`src/rtl/syn_fifo_ext.sv`:
```
// rtl/syn_fifo_ext.sv - single-clock FIFO with thresholds, occupancy count, error pulses and optional FWFT read
module syn_fifo_ext #(
  parameter int WIDTH    = 8,
  parameter int DEPTH    = 16,
  parameter int AF_LEVEL = DEPTH - 2,
  parameter int AE_LEVEL = 2,
  parameter int FWFT     = 0
) (
  input  logic                     clk,
  input  logic                     reset,
  input  logic                     write,
  input  logic                     read,
  input  logic [WIDTH-1:0]         data_in,
  output logic [WIDTH-1:0]         data_out,
  output logic                     full,
  output logic                     empty,
  output logic                     almost_full,
  output logic                     almost_empty,
  output logic [$clog2(DEPTH):0]   count,
  output logic                     overflow,
  output logic                     underflow
);

  localparam int AW = $clog2(DEPTH);
  localparam int CW = AW + 1;

  logic [WIDTH-1:0] mem [DEPTH];
  logic [AW-1:0]    wr_ptr;
  logic [AW-1:0]    rd_ptr;
  logic             rd_ok;
  logic             wr_ok;

  // A write into a full FIFO is still taken when a read frees a slot on the same edge.
  assign rd_ok = read && !empty;
  assign wr_ok = write && (!full || rd_ok);

  assign full         = (count == CW'(DEPTH));
  assign empty        = (count == '0);
  assign almost_full  = (count >= CW'(AF_LEVEL));
  assign almost_empty = (count <= CW'(AE_LEVEL));

  always_ff @(posedge clk) begin
    if (!reset && wr_ok) begin
      mem[wr_ptr] <= data_in;
    end
  end

  always_ff @(posedge clk) begin
    if (reset) begin
      wr_ptr    <= '0;
      rd_ptr    <= '0;
      count     <= '0;
      overflow  <= 1'b0;
      underflow <= 1'b0;
    end else begin
      if (wr_ok) begin
        wr_ptr <= wr_ptr + AW'(1);
      end
      if (rd_ok) begin
        rd_ptr <= rd_ptr + AW'(1);
      end
      case ({wr_ok, rd_ok})
        2'b10:   count <= count + CW'(1);
        2'b01:   count <= count - CW'(1);
        default: count <= count;
      endcase
      overflow  <= write && !wr_ok;
      underflow <= read && !rd_ok;
    end
  end

  generate
    if (FWFT != 0) begin : g_fwft
      // Head word is presented continuously; read only acknowledges it.
      assign data_out = mem[rd_ptr];
    end else begin : g_std
      always_ff @(posedge clk) begin
        if (reset) begin
          data_out <= '0;
        end else if (rd_ok) begin
          data_out <= mem[rd_ptr];
        end
      end
    end
  endgenerate

endmodule

```
`config.mk`:
```
export PLATFORM = sky130hd
export DESIGN_NAME = syn_fifo_ext
export DESIGN_NICKNAME = d
export VERILOG_FILES = /design/src/rtl/syn_fifo_ext.sv
export SDC_FILE = /design/constraint.sdc
export NUM_CORES = 1
export LEC_CHECK = 0
export CAP_MARGIN = 20
export CORE_UTILIZATION = 60
export CTS_BUF_LIST = sky130_fd_sc_hd__clkbuf_4
export DETAILED_ROUTE_END_ITERATION = 7
export HOLD_SLACK_MARGIN = 0.02
export PLACE_DENSITY = 0.85
export SETUP_SLACK_MARGIN = 0.3
export SYNTH_ARGS = -nofsm -noshare
export SYNTH_HDL_FRONTEND = slang
export SYNTH_SLANG_ARGS = --single-unit
export TNS_END_PERCENT = 20
```
`constraint.sdc`:
```
create_clock -name clk -period 3.75 [get_ports clk]
set_input_delay 0.375 -clock clk [delete_from_list [all_inputs] [get_ports clk]]
set_output_delay 0.375 -clock clk [all_outputs]
set_load 0.01 [all_outputs]
```
; ---- Word-level counts from Yosys, hierarchy flattened
; Memories as Yosys holds them, arrays and structs flattened. A register that Yosys moved wholly into a read port is not among the register bits.
; Cells that the tools add are included.
[totals]
output_inout_bits = 19
elab_cells = 31
reg_bits = 15
mem_bits_rw = 128
mem_count = 1
latch_bits = 0
romBits = 0
[mem_list]
columns = memory, depth, word_bits, rd, rd_clocked_by_memory_dff, wr, line
row1 = mem, 16, 8, 1, 1, 1, 27  ; logic [WIDTH-1:0] mem [DEPTH];
[classes]
n_bitwise = 0
n_reduce_logical = 13
magnitude_cmp = 2
mux = 3
shifts = 0
n_eq_ne = 3
add_sub_neg = 4
div = 0
n_mul = 0
[op_table]
columns = operator, n
row1 = one-hot mux 5 bit (2 select lines), 1
row2 = adder 4 x 1 -> 4 bit (second input constant), 2
row3 = adder 5 x 1 -> 5 bit (second input constant), 1
row4 = equality test 5 bit (second input constant), 1
row5 = greater-or-equal comparator 5 x 4 -> 1 bit (second input constant), 1
row6 = <= comparator 5 x 2 -> 1 bit (second input constant), 1
row7 = logical AND 1 bit, 5
row8 = zero test 1 bit, 5
row9 = zero test 5 bit, 1
row10 = subtractor 5 x 1 -> 5 bit (second input constant), 1
row11 = equality test 2 x 1 -> 1 bit (second input constant), 1
row12 = equality test 2 bit (second input constant), 1
row13 = 2-to-1 mux 1 bit, 2
row14 = nonzero test 2 bit, 1
row15 = logical OR 1 bit, 1

; ---- Longest topological paths before layout
; Gate-level depths: netlist of the first run.
[depth]
depth_word = 8
depth_mapped = 10

; ---- Least setup slack after synthesis of the first run
; OpenSTA, ideal clock, no wires.
[synth_path]
path_kind = register to register
start = register count[0]
end = register count[4]
path_buffers = 2
setup_ns = 0.133
t_arrival_ns = 2.661
stages_incl_launch_ff = 11
setup_slack_ns = 0.956
t_required_ns = 3.617
cell_sequence = dfxtp_1 -> or4_1 -> buf_6 -> o21ai_1 -> buf_2 -> nor2_1 -> fa_1 -> a21o_1 -> a2111o_1 -> o211ai_1 -> a31oi_1
[synth_via]
elab_chain_len = 7
[synth_lines]
columns = element, line
row1 = start: declaration, 19  ; output logic [$clog2(DEPTH):0] count,
row2 = start signal: assignment, 63  ; 2'b10: count <= count + CW'(1);
row3 = start signal: assignment, 64  ; 2'b01: count <= count - CW'(1);
row4 = start signal: assignment, 65  ; default: count <= count;
row5 = zero test 5 bit, 38  ; assign empty = (count == '0);
row6 = zero test 1 bit, 34  ; assign rd_ok = read && !empty;
row7 = logical AND 1 bit, 34
row8 = logical OR 1 bit, 35  ; assign wr_ok = write && (!full || rd_ok);
row9 = logical AND 1 bit, 35
row10 = equality test 2 x 1 -> 1 bit or equality test 2 bit (tied branches), 62  ; case ({wr_ok, rd_ok})
row11 = one-hot mux 5 bit (2 select lines) or nonzero test 2 bit (tied branches), n/a
; Several ways; a longest one is shown, not always the timed one.
; A chain may end at the register's enable or synchronous reset.

; ---- Final worst setup path of the first run
; Ends and elaborated chain as after synthesis.

==> impl_metrics.py, run 1 <==
metrics = {
    "synth": {
        "synth_cells": 378,
        "netlist_area_sq_um": 6130,
        "ys_seq_area_share_pct": 70.2,
        "synthDistinctLibCells": 43,
        "synth_edf_count": 128,
        "synth_top_flop_cell": "edfxtp_1",
        "synth.largest_area_cell": "edfxtp_1",
        "syn_area_per_cell_sq_um": 16.2,
        "yosys_warnings": 0,
        "async_reset_ff_share_pct": 0,
        "synth_common_cells": "edfxtp_1, mux2i_1, nor2_1",
        "synth_nets": 399,
        "synth_area_leaders": "edfxtp_1, dfxtp_1, mux2i_1",
        "ys_ff_latch": 151,
        "synth_top_area_share_pct": 62.7,
        "post-synth-top-count-cell": "edfxtp_1",
    },
    "route": {
        "viasPerCell": 6.27,
        "drt_iter0_drc": 315,
        "vias": 3498,
        "routed_wl_mm": 11.7,
        "drc": 0,
        "ant_nets": 0,
        "first_pass_iters": 5,
        "wl_per_cell_um": 21.1,
    },
    "floorplanning": {
        "core_region_area_sq_um": 9820,
        "io_pins": 31,
        "start_util_pct": 62.4,
        "chipHeight_um": 103,
        "rows": 36,
        "die_w_um": 103,
        "dieArea_sq_um": 10600,
    },
    "cts": {
        "clkTransAtPathRegs_ns": 0.13,
        "cts_sinks": 151,
        "htreeDepth": 4,
        "post_cts_buffers": 0,
        "post_cts_resized": 0,
        "cts_tree": "built",
        "cts_buffer_depth": 2,
        "numCtsBuffers": 17,
        "clk_latency_ns": 0.52,
        "hold_buffers": 0,
        "cts-root-buf": "clkbuf_4",
    },
    "place": {
        "hpwlAfterDp_mm": 7.65,
        "io_buffers": 30,
        "gp_congestion": 0.901,
    },
    "power": {
        "power_uw": 4000,
        "ir_drop_uv": 275,
        "power_leakage_uw": 0.00216,
        "power_density_nw_per_um2": 586,
    },
    "finish": {
        "fillers": 670,
        "diodes": 0,
        "area_growth_pct": 11.4,
        "seqCellArea_sq_um": 4310,
        "finalNetCount": 434,
        "multi_input_area_sq_um": 1710,
        "layout-drive-gt1-share_pct": 14.8,
    },
    "sta": {
        "period_share_pct": 80.8,
        "fmax_mhz": 330,
        "skew_ns": 0.0180,
        "period_needed_ns": 3.03,
        "slew_violations": 0,
        "finalHoldViolCount": 0,
        "rsz0062_at_grt": "false",
        "setup_violations": 0,
        "setup-tns-final_ns": 0,
        "slew_headroom_pct": 30.5,
        "tightest_slew_ns": 1.04,
    },
    "run": {
        "cap_violations": 0,
    },
    "grt": {
        "grt_max_degree": 39,
        "grt_pass1_wl_mm": 17.8,
        "antenna_found_initial": 0,
        "grt_usage_pct": 24.0,
        "grt_pass1_vias": 3312,
        "overflow": 0,
    },
    "worst_setup_path": {
        "cp-end-kind": "flop",
        "worstSetupPathType": "reg -> reg",
        "crit_chain": "or4_1 -> o21ai_1 -> buf_4 -> nor2_1 -> fa_1 -> a21o_1 -> a21oi_1 -> mux2i_1 -> a31oi_1",
        "worstSetupStartpointType": "flop",
        "cp.required_ns": 4.17,
        "timing.critical_path.slowest_stage_cell": "or4_1",
        "critPathMaxStageDelay_ns": 0.76,
        "crit_arrival_ns": 3.45,
        "cp_max_fo": 12,
    },
    "hold_path": {
        "hp-class": "reg -> reg",
    },
    "status": {
        "status": "finished, final reports clean",
    },
}
==> critical path, delay by kind of cell (launching register included) <==
kind / cells / cell delay, ns
fa+ha+maj: 1 / 0.43
compound gates: 4 / 0.76
buf+inv: 1 / 0.21
mux: 1 / 0.24
simple gates: 2 / 0.87
flops: 1 / 0.41
==> cell type report <==
cell class	instances	share of cell area [%]
multi-input cells	201	25.0
inverters	4	0.220
well taps	133	2.44
flip-flops and latches	151	63.1
repair buffers	38	5.28
clock buffers	17	1.87
clock inverters	14	2.07
==> sequential cells by signal, summed over array words and instances (netlist names) <==
register / cells
data_out: 8
mem: 128
wr_ptr: 4
overflow: 1
count: 5
underflow: 1
rd_ptr: 4
==> path summary, 6_finish.rpt <==
check,start,to,slack (ns),cells after the start
worst max-delay path,count[0],count[4],0.72,9
worst max register to register,count[0],count[4],0.72,9
worst min register to register,data_out[6],data_out[6],0.50,2
worst min-delay path,data_out[6],data_out[6],0.50,2
==> layout by cell type, fill, tap and decap left out, drive strengths merged, types with 3 or more instances in the layout <==
cell type,Yosys,routed
clkinv,0,3
clkinvlp,0,3
nor4,11,11
nor2b,4,4
nor3,13,13
clkbuf,7,17
xor2,3,3
inv,4,11
ha,8,8
mux2i,38,38
clkdlybuf4s50,0,30
nor2,31,31
a22o,8,8
o211ai,4,4
edfxtp,128,128
buf,15,8
nand2,8,8
nand2b,8,8
dfxtp,23,23
a21oi,3,3
o21ai,3,3
xnor2,3,3
mux4,16,16
o22ai,16,16
==> routing by layer <==
layer	share of wire [%]	global-route usage, %	up-vias
met5	0	0	-
met1	38	31.7	1744
met4	0.83	7.37	0
met2	52	40.4	191
met3	9.0	4.95	15
li1	-	-	1548
==> power by group <==
part	internal, uW	switching [uW]
Combinational	516	527
Clock	345	602
Sequential	1910	94.0
Total	2770	1220
==> metrics by stage <==
stage	cell area, sq um	setup WS [ns]	hold slack (ns)	cells	utilization [%]
after global routing	6820	0.504	0.538	558	69.5
after CTS	6820	0.734	0.505	558	69.5
after floorplan	6130	0.956	0.474	378	-
final	6820	0.720	0.502	558	69.5
after global placement	6550	0.840	0.479	527	66.7
after detailed placement	6550	0.763	0.483	527	66.7
==> logic make-up (layout without fill, tap and decap cells) <==
group                    after synthesis  in the layout  synth area share (%)
XOR/XNOR                               6              6                 0.858
multiplexers                          56             56                  12.8
AO/OA/AOI/OAI                         43             43                  5.06
adder cells (fa/ha/maj)                9              9                  1.96
flip-flops                           151            151                  70.2
buffers and inverters                 26             73                  1.90
AND/OR/NAND/NOR                       87             87                  7.13
No activity file was read; power rests on OpenSTA's default activity.
==> run 2: changes to the inputs <==
Clock period 3.75 ns to 3.1 ns, I/O delays scaled along.
==> run 2 against run 1 <==
  * Setup slack worse by 0.29 ns
  * Via count down 1.4%
  * Sequential share of layout area down 0.95 points
  * Combinational power up 26%
  * Clock power up 18%
  * Routed wire length up 3.3%
  * Total power up 21%
  * Final cell count up 2.5%
  * Non-clock buffer count up 13
  * Die area unchanged
  * Largest power group unchanged
  * Highest routed layer unchanged
==> impl_metrics.py, run 2 (synthesized netlist as in run 1, its figures left out) <==
metrics = {
    "status": {
        "status": "finished, final reports clean",
    },
    "grt": {
        "grt_pass1_wl_mm": 18.3,
        "overflow": 0,
        "grt_usage_pct": 24.9,
        "grt_max_degree": 36,
        "antenna_found_initial": 0,
        "grt_pass1_vias": 3366,
    },
    "cts": {
        "clk_latency_ns": 0.54,
        "cts_tree": "built",
        "htreeDepth": 4,
        "hold_buffers": 0,
        "numCtsBuffers": 17,
        "cts-root-buf": "clkbuf_4",
        "clkTransAtPathRegs_ns": 0.14,
        "cts_sinks": 151,
        "cts_buffer_depth": 2,
    },
    "route": {
        "first_pass_iters": 5,
        "viasPerCell": 6.03,
        "wl_per_cell_um": 21.2,
        "routed_wl_mm": 12.1,
        "drc": 0,
        "ant_nets": 0,
        "vias": 3448,
        "drt_iter0_drc": 341,
    },
    "run": {
        "cap_violations": 0,
    },
    "sta": {
        "skew_ns": 0.0289,
        "tightest_slew_ns": 0.707,
        "slew_violations": 0,
        "fin_ws_ns": 0.427,
        "period_needed_ns": 2.67,
        "finalHoldViolCount": 0,
        "setup_violations": 0,
        "setup-tns-final_ns": 0,
        "slew_headroom_pct": 52.8,
        "fmax_mhz": 374,
        "period_share_pct": 86.2,
        "rsz0062_at_grt": "false",
    },
    "floorplanning": {
        "rows": 36,
        "start_util_pct": 62.4,
        "chipHeight_um": 103,
        "io_pins": 31,
        "die_w_um": 103,
        "core_region_area_sq_um": 9820,
        "dieArea_sq_um": 10600,
    },
    "finish": {
        "regMostFlops": "mem",
        "layout-drive-gt1-share_pct": 17.8,
        "final_common_cell": "edfxtp_1",
        "final_cell_mix": "edfxtp_1, mux2i_1, nor2_1, clkdlybuf4s50_1, dfxtp_1",
        "fillers": 651,
        "top_regs": "mem x128, data_out x8, count x5",
        "finalNetCount": 447,
        "area_growth_pct": 13.0,
        "seqCellArea_sq_um": 4310,
        "multi_input_area_sq_um": 1710,
        "diodes": 0,
        "largest_reg_flops": 128,
    },
    "worst_setup_path": {
        "worstSetupPathType": "reg -> out",
        "startpoint": "count[0]",
        "cp.required_ns": 2.79,
        "timing.critical_path.slowest_stage_cell": "or4_1",
        "cp_max_fo": 9,
        "reg2regPathDepth": 8,
        "r2r_slack_ns": 0.46,
        "crit_buf_inv": 2,
        "critPathMaxStageDelay_ns": 0.58,
        "worstSetupStartpointType": "flop",
        "crit_arrival_ns": 2.36,
        "r2r_end": "count[4]",
        "cp-end-kind": "primary output",
        "crit_chain": "or4_1 -> buf_4 -> nor2_1 -> clkdlybuf4s50_1",
        "cp_top_family": "buffers and inverters",
        "r2r-start": "count[0]",
    },
    "power": {
        "ir_drop_uv": 374,
        "power_leakage_uw": 0.00224,
        "power_density_nw_per_um2": 701,
    },
    "hold_path": {
        "hp-class": "reg -> reg",
        "holdPathStages": 2,
        "min_to": "data_out[5]",
        "min_from": "data_out[5]",
    },
    "place": {
        "io_buffers": 30,
        "pre_cts_ws_ns": 0.471,
        "gp_congestion": 0.918,
        "hpwlAfterDp_mm": 7.84,
    },
}
## run 2: cell types whose count changed in the layout (fill, tap and decap cells not counted)
cell / before / now
buf_4: 8 / 21
bufinv_16: 1 / 0
clkbuf_4: 17 / 18
clkinv_2: 1 / 0
clkinv_8: 0 / 1
inv_8: 2 / 3
nor4_1: 11 / 10
nor4_2: 0 / 1
## run 2: final cells by class
cell class	instances	area share, %
multi-input combinational	201	24.7
clock buffer	18	1.95
sequential	151	62.2
tap	133	2.40
inverter	4	0.217
clock inverter	14	1.93
timing repair buffer	51	6.61
## run 2: how the worst max path moves through the flow
stage               endpoint  cells past startpoint
global route           empty                      4
finish                 empty                      4
detailed placement  count[4]                      8
floorplan           count[4]                     10
CTS                    empty                      4
global placement    count[4]                      8
## run 2: per-layer routing
layer  track usage (%)  vias to the layer above  part of all wire, %  wire [um]
met4              8.34                        0                  1.4        174
li1                  -                     1590                    -          -
met1              31.8                     1737                   41       5020
met2              42.8                      101                   53       6370
met3              5.36                       20                  4.7        567
met5                 0                        -                    0          0
## run 2: metrics by stage
stage	hold WS, ns	instance area (sq um)	utilization (%)	total power, uW	cells
after floorplan	0.409	6130	-	3290	378
after global placement	0.479	6650	67.7	3710	540
after detailed placement	0.481	6650	67.7	3760	540
after CTS	0.496	6920	70.5	4860	572
after global routing	0.519	6930	70.5	5070	572
final	0.504	6930	70.5	4850	572
## run 2: power by group
group | internal [uW] | total (uW) | switching [uW]
combinational | 644 | 1310 | 662
sequential | 2310 | 2430 | 111
clock | 362 | 1120 | 760
total | 3320 | 4850 | 1530
## run 2: what timing repair did
| item | CTS | global route |
|---|---|---|
| buffers inserted | 0 | 0 |
| resized for setup | 0 | 1 |
| endpoints found under the setup margin | 0 | 1 |
## run 2: tightest hold or removal path: stages (launching register included)
cell     delay (ns)
dfxtp_1        0.34
nor2_1         0.10
nor3_1         0.05
==> run 3: changes to the inputs <==
Settings changed: PLACE_DENSITY 0.85 to unset, PLACE_DENSITY_LB_ADDON set to 0.05.
==> run 3 against run 2 <==
  * First-iteration DRC count is 39% lower
  * Die area stayed put
  * Final cell count is 0.17% lower
  * Total power is 6.7% higher
  * Global-route usage is 0.86 points lower
  * Clock skew is 0.0099 ns lower
==> impl_metrics.py, run 3 (synthesized netlist as in run 1, its figures left out) <==
metrics = {
    "route": {
        "ant_nets": 0,
        "wl_per_cell_um": 20.4,
        "viasPerCell": 5.88,
        "drt_iter0_drc": 207,
        "first_pass_iters": 4,
        "vias": 3359,
        "routed_wl_mm": 11.6,
        "drc": 0,
    },
    "worst_setup_path": {
        "worstSetupStartpointType": "flop",
        "cp.required_ns": 2.79,
        "cp_max_fo": 8,
        "cp-end-kind": "primary output",
        "worstSetupPathType": "reg -> out",
        "crit_arrival_ns": 2.35,
    },
    "finish": {
        "seqCellArea_sq_um": 4310,
        "final_cell_mix": "edfxtp_1, mux2i_1, nor2_1, clkdlybuf4s50_1, dfxtp_1",
        "area_growth_pct": 14.8,
        "largest_reg_flops": 128,
        "finalNetCount": 446,
        "regMostFlops": "mem",
        "top_regs": "mem x128, data_out x8, count x5",
        "layout-drive-gt1-share_pct": 17.4,
        "fillers": 674,
        "diodes": 0,
        "final_common_cell": "edfxtp_1",
        "multi_input_area_sq_um": 1710,
    },
    "grt": {
        "grt_max_degree": 36,
        "grt_usage_pct": 24.1,
        "antenna_found_initial": 0,
        "overflow": 0,
        "grt_pass1_vias": 3274,
        "grt_pass1_wl_mm": 17.8,
    },
    "cts": {
        "cts_buffer_depth": 2,
        "cts_tree": "built",
        "clkTransAtPathRegs_ns": 0.13,
        "hold_buffers": 0,
        "cts-root-buf": "clkbuf_4",
        "cts_sinks": 151,
        "clk_latency_ns": 0.51,
        "htreeDepth": 4,
        "numCtsBuffers": 17,
    },
    "power": {
        "ir_drop_uv": 360,
        "power_density_nw_per_um2": 737,
        "power_leakage_uw": 0.00229,
    },
    "floorplanning": {
        "core_region_area_sq_um": 9820,
        "dieArea_sq_um": 10600,
        "start_util_pct": 62.4,
        "chipHeight_um": 103,
        "io_pins": 31,
        "die_w_um": 103,
        "rows": 36,
    },
    "place": {
        "io_buffers": 30,
        "gp_congestion": 0.848,
        "hpwlAfterDp_mm": 7.59,
    },
    "sta": {
        "period_needed_ns": 2.66,
        "setup_violations": 0,
        "fmax_mhz": 377,
        "rsz0062_at_grt": "true",
        "slew_violations": 0,
        "slew_headroom_pct": 50.4,
        "finalHoldViolCount": 0,
        "tightest_slew_ns": 0.738,
        "skew_ns": 0.0190,
        "fin_hold_ws_ns": 0.483,
        "setup-tns-final_ns": 0,
        "period_share_pct": 85.7,
    },
    "hold_path": {
        "hp-class": "in -> reg",
    },
    "run": {
        "cap_violations": 0,
    },
    "status": {
        "status": "finished, final reports clean",
    },
}
run 3: cell type report:
class                           instances  area share [%]
Inverter                                4           0.213
Timing Repair Buffer                   50            6.76
Sequential cell                       151            61.2
Clock buffer                           19            2.03
Tap cell                              133            2.37
Multi-Input combinational cell        201            24.3
Clock inverter                         13            3.15
run 3: path summary, 6_finish.rpt:
check                   start     endpoint  slack (ns)  depth (start not counted)
setup / recovery     count[0]         full        0.44                          3
hold / removal          reset     overflow        0.48                          3
setup reg to reg     count[0]     count[4]        0.46                          8
hold reg to reg   data_out[3]  data_out[3]        0.50                          2
run 3: worst max-delay path, stage by stage, from the launching register on:
cell,delay (ns)
dfxtp_1,0.41
nor4_1,0.69
and2_1,0.22
clkdlybuf4s50_1,0.53
run 3: layer usage:
metal  GRT usage (%)  vias up  wire (um)
li1                -     1578          -
met1            31.3     1670       4920
met2            40.7       93       5930
met3            4.75       18        615
met4            8.67        0        177
met5               0        -          0
run 3: power breakdown:
part / internal (uW) / switching [uW] / total (uW)
Sequential: 2310 / 116 / 2430
Combinational: 656 / 642 / 1300
Clock: 754 / 700 / 1450
Total: 3720 / 1460 / 5180
run 3: metrics by stage:
step | util, % | power [uW] | std cells | worst slack (ns) | area, sq um
global placement | 67.9 | 3740 | 539 | 0.562 | 6670
CTS | 71.6 | 5210 | 571 | 0.417 | 7030
floorplan | - | 3290 | 378 | 0.306 | 6130
detailed placement | 67.9 | 3770 | 539 | 0.467 | 6670
finish | 71.6 | 5180 | 571 | 0.444 | 7030
global route | 71.6 | 5410 | 571 | 0.287 | 7030
run 3: timing repair:
item / 4_1_cts / 5_1_grt
endpoints found under the setup margin: 0 / 2
setup buffers: 0 / 0
resized for setup: 0 / 0
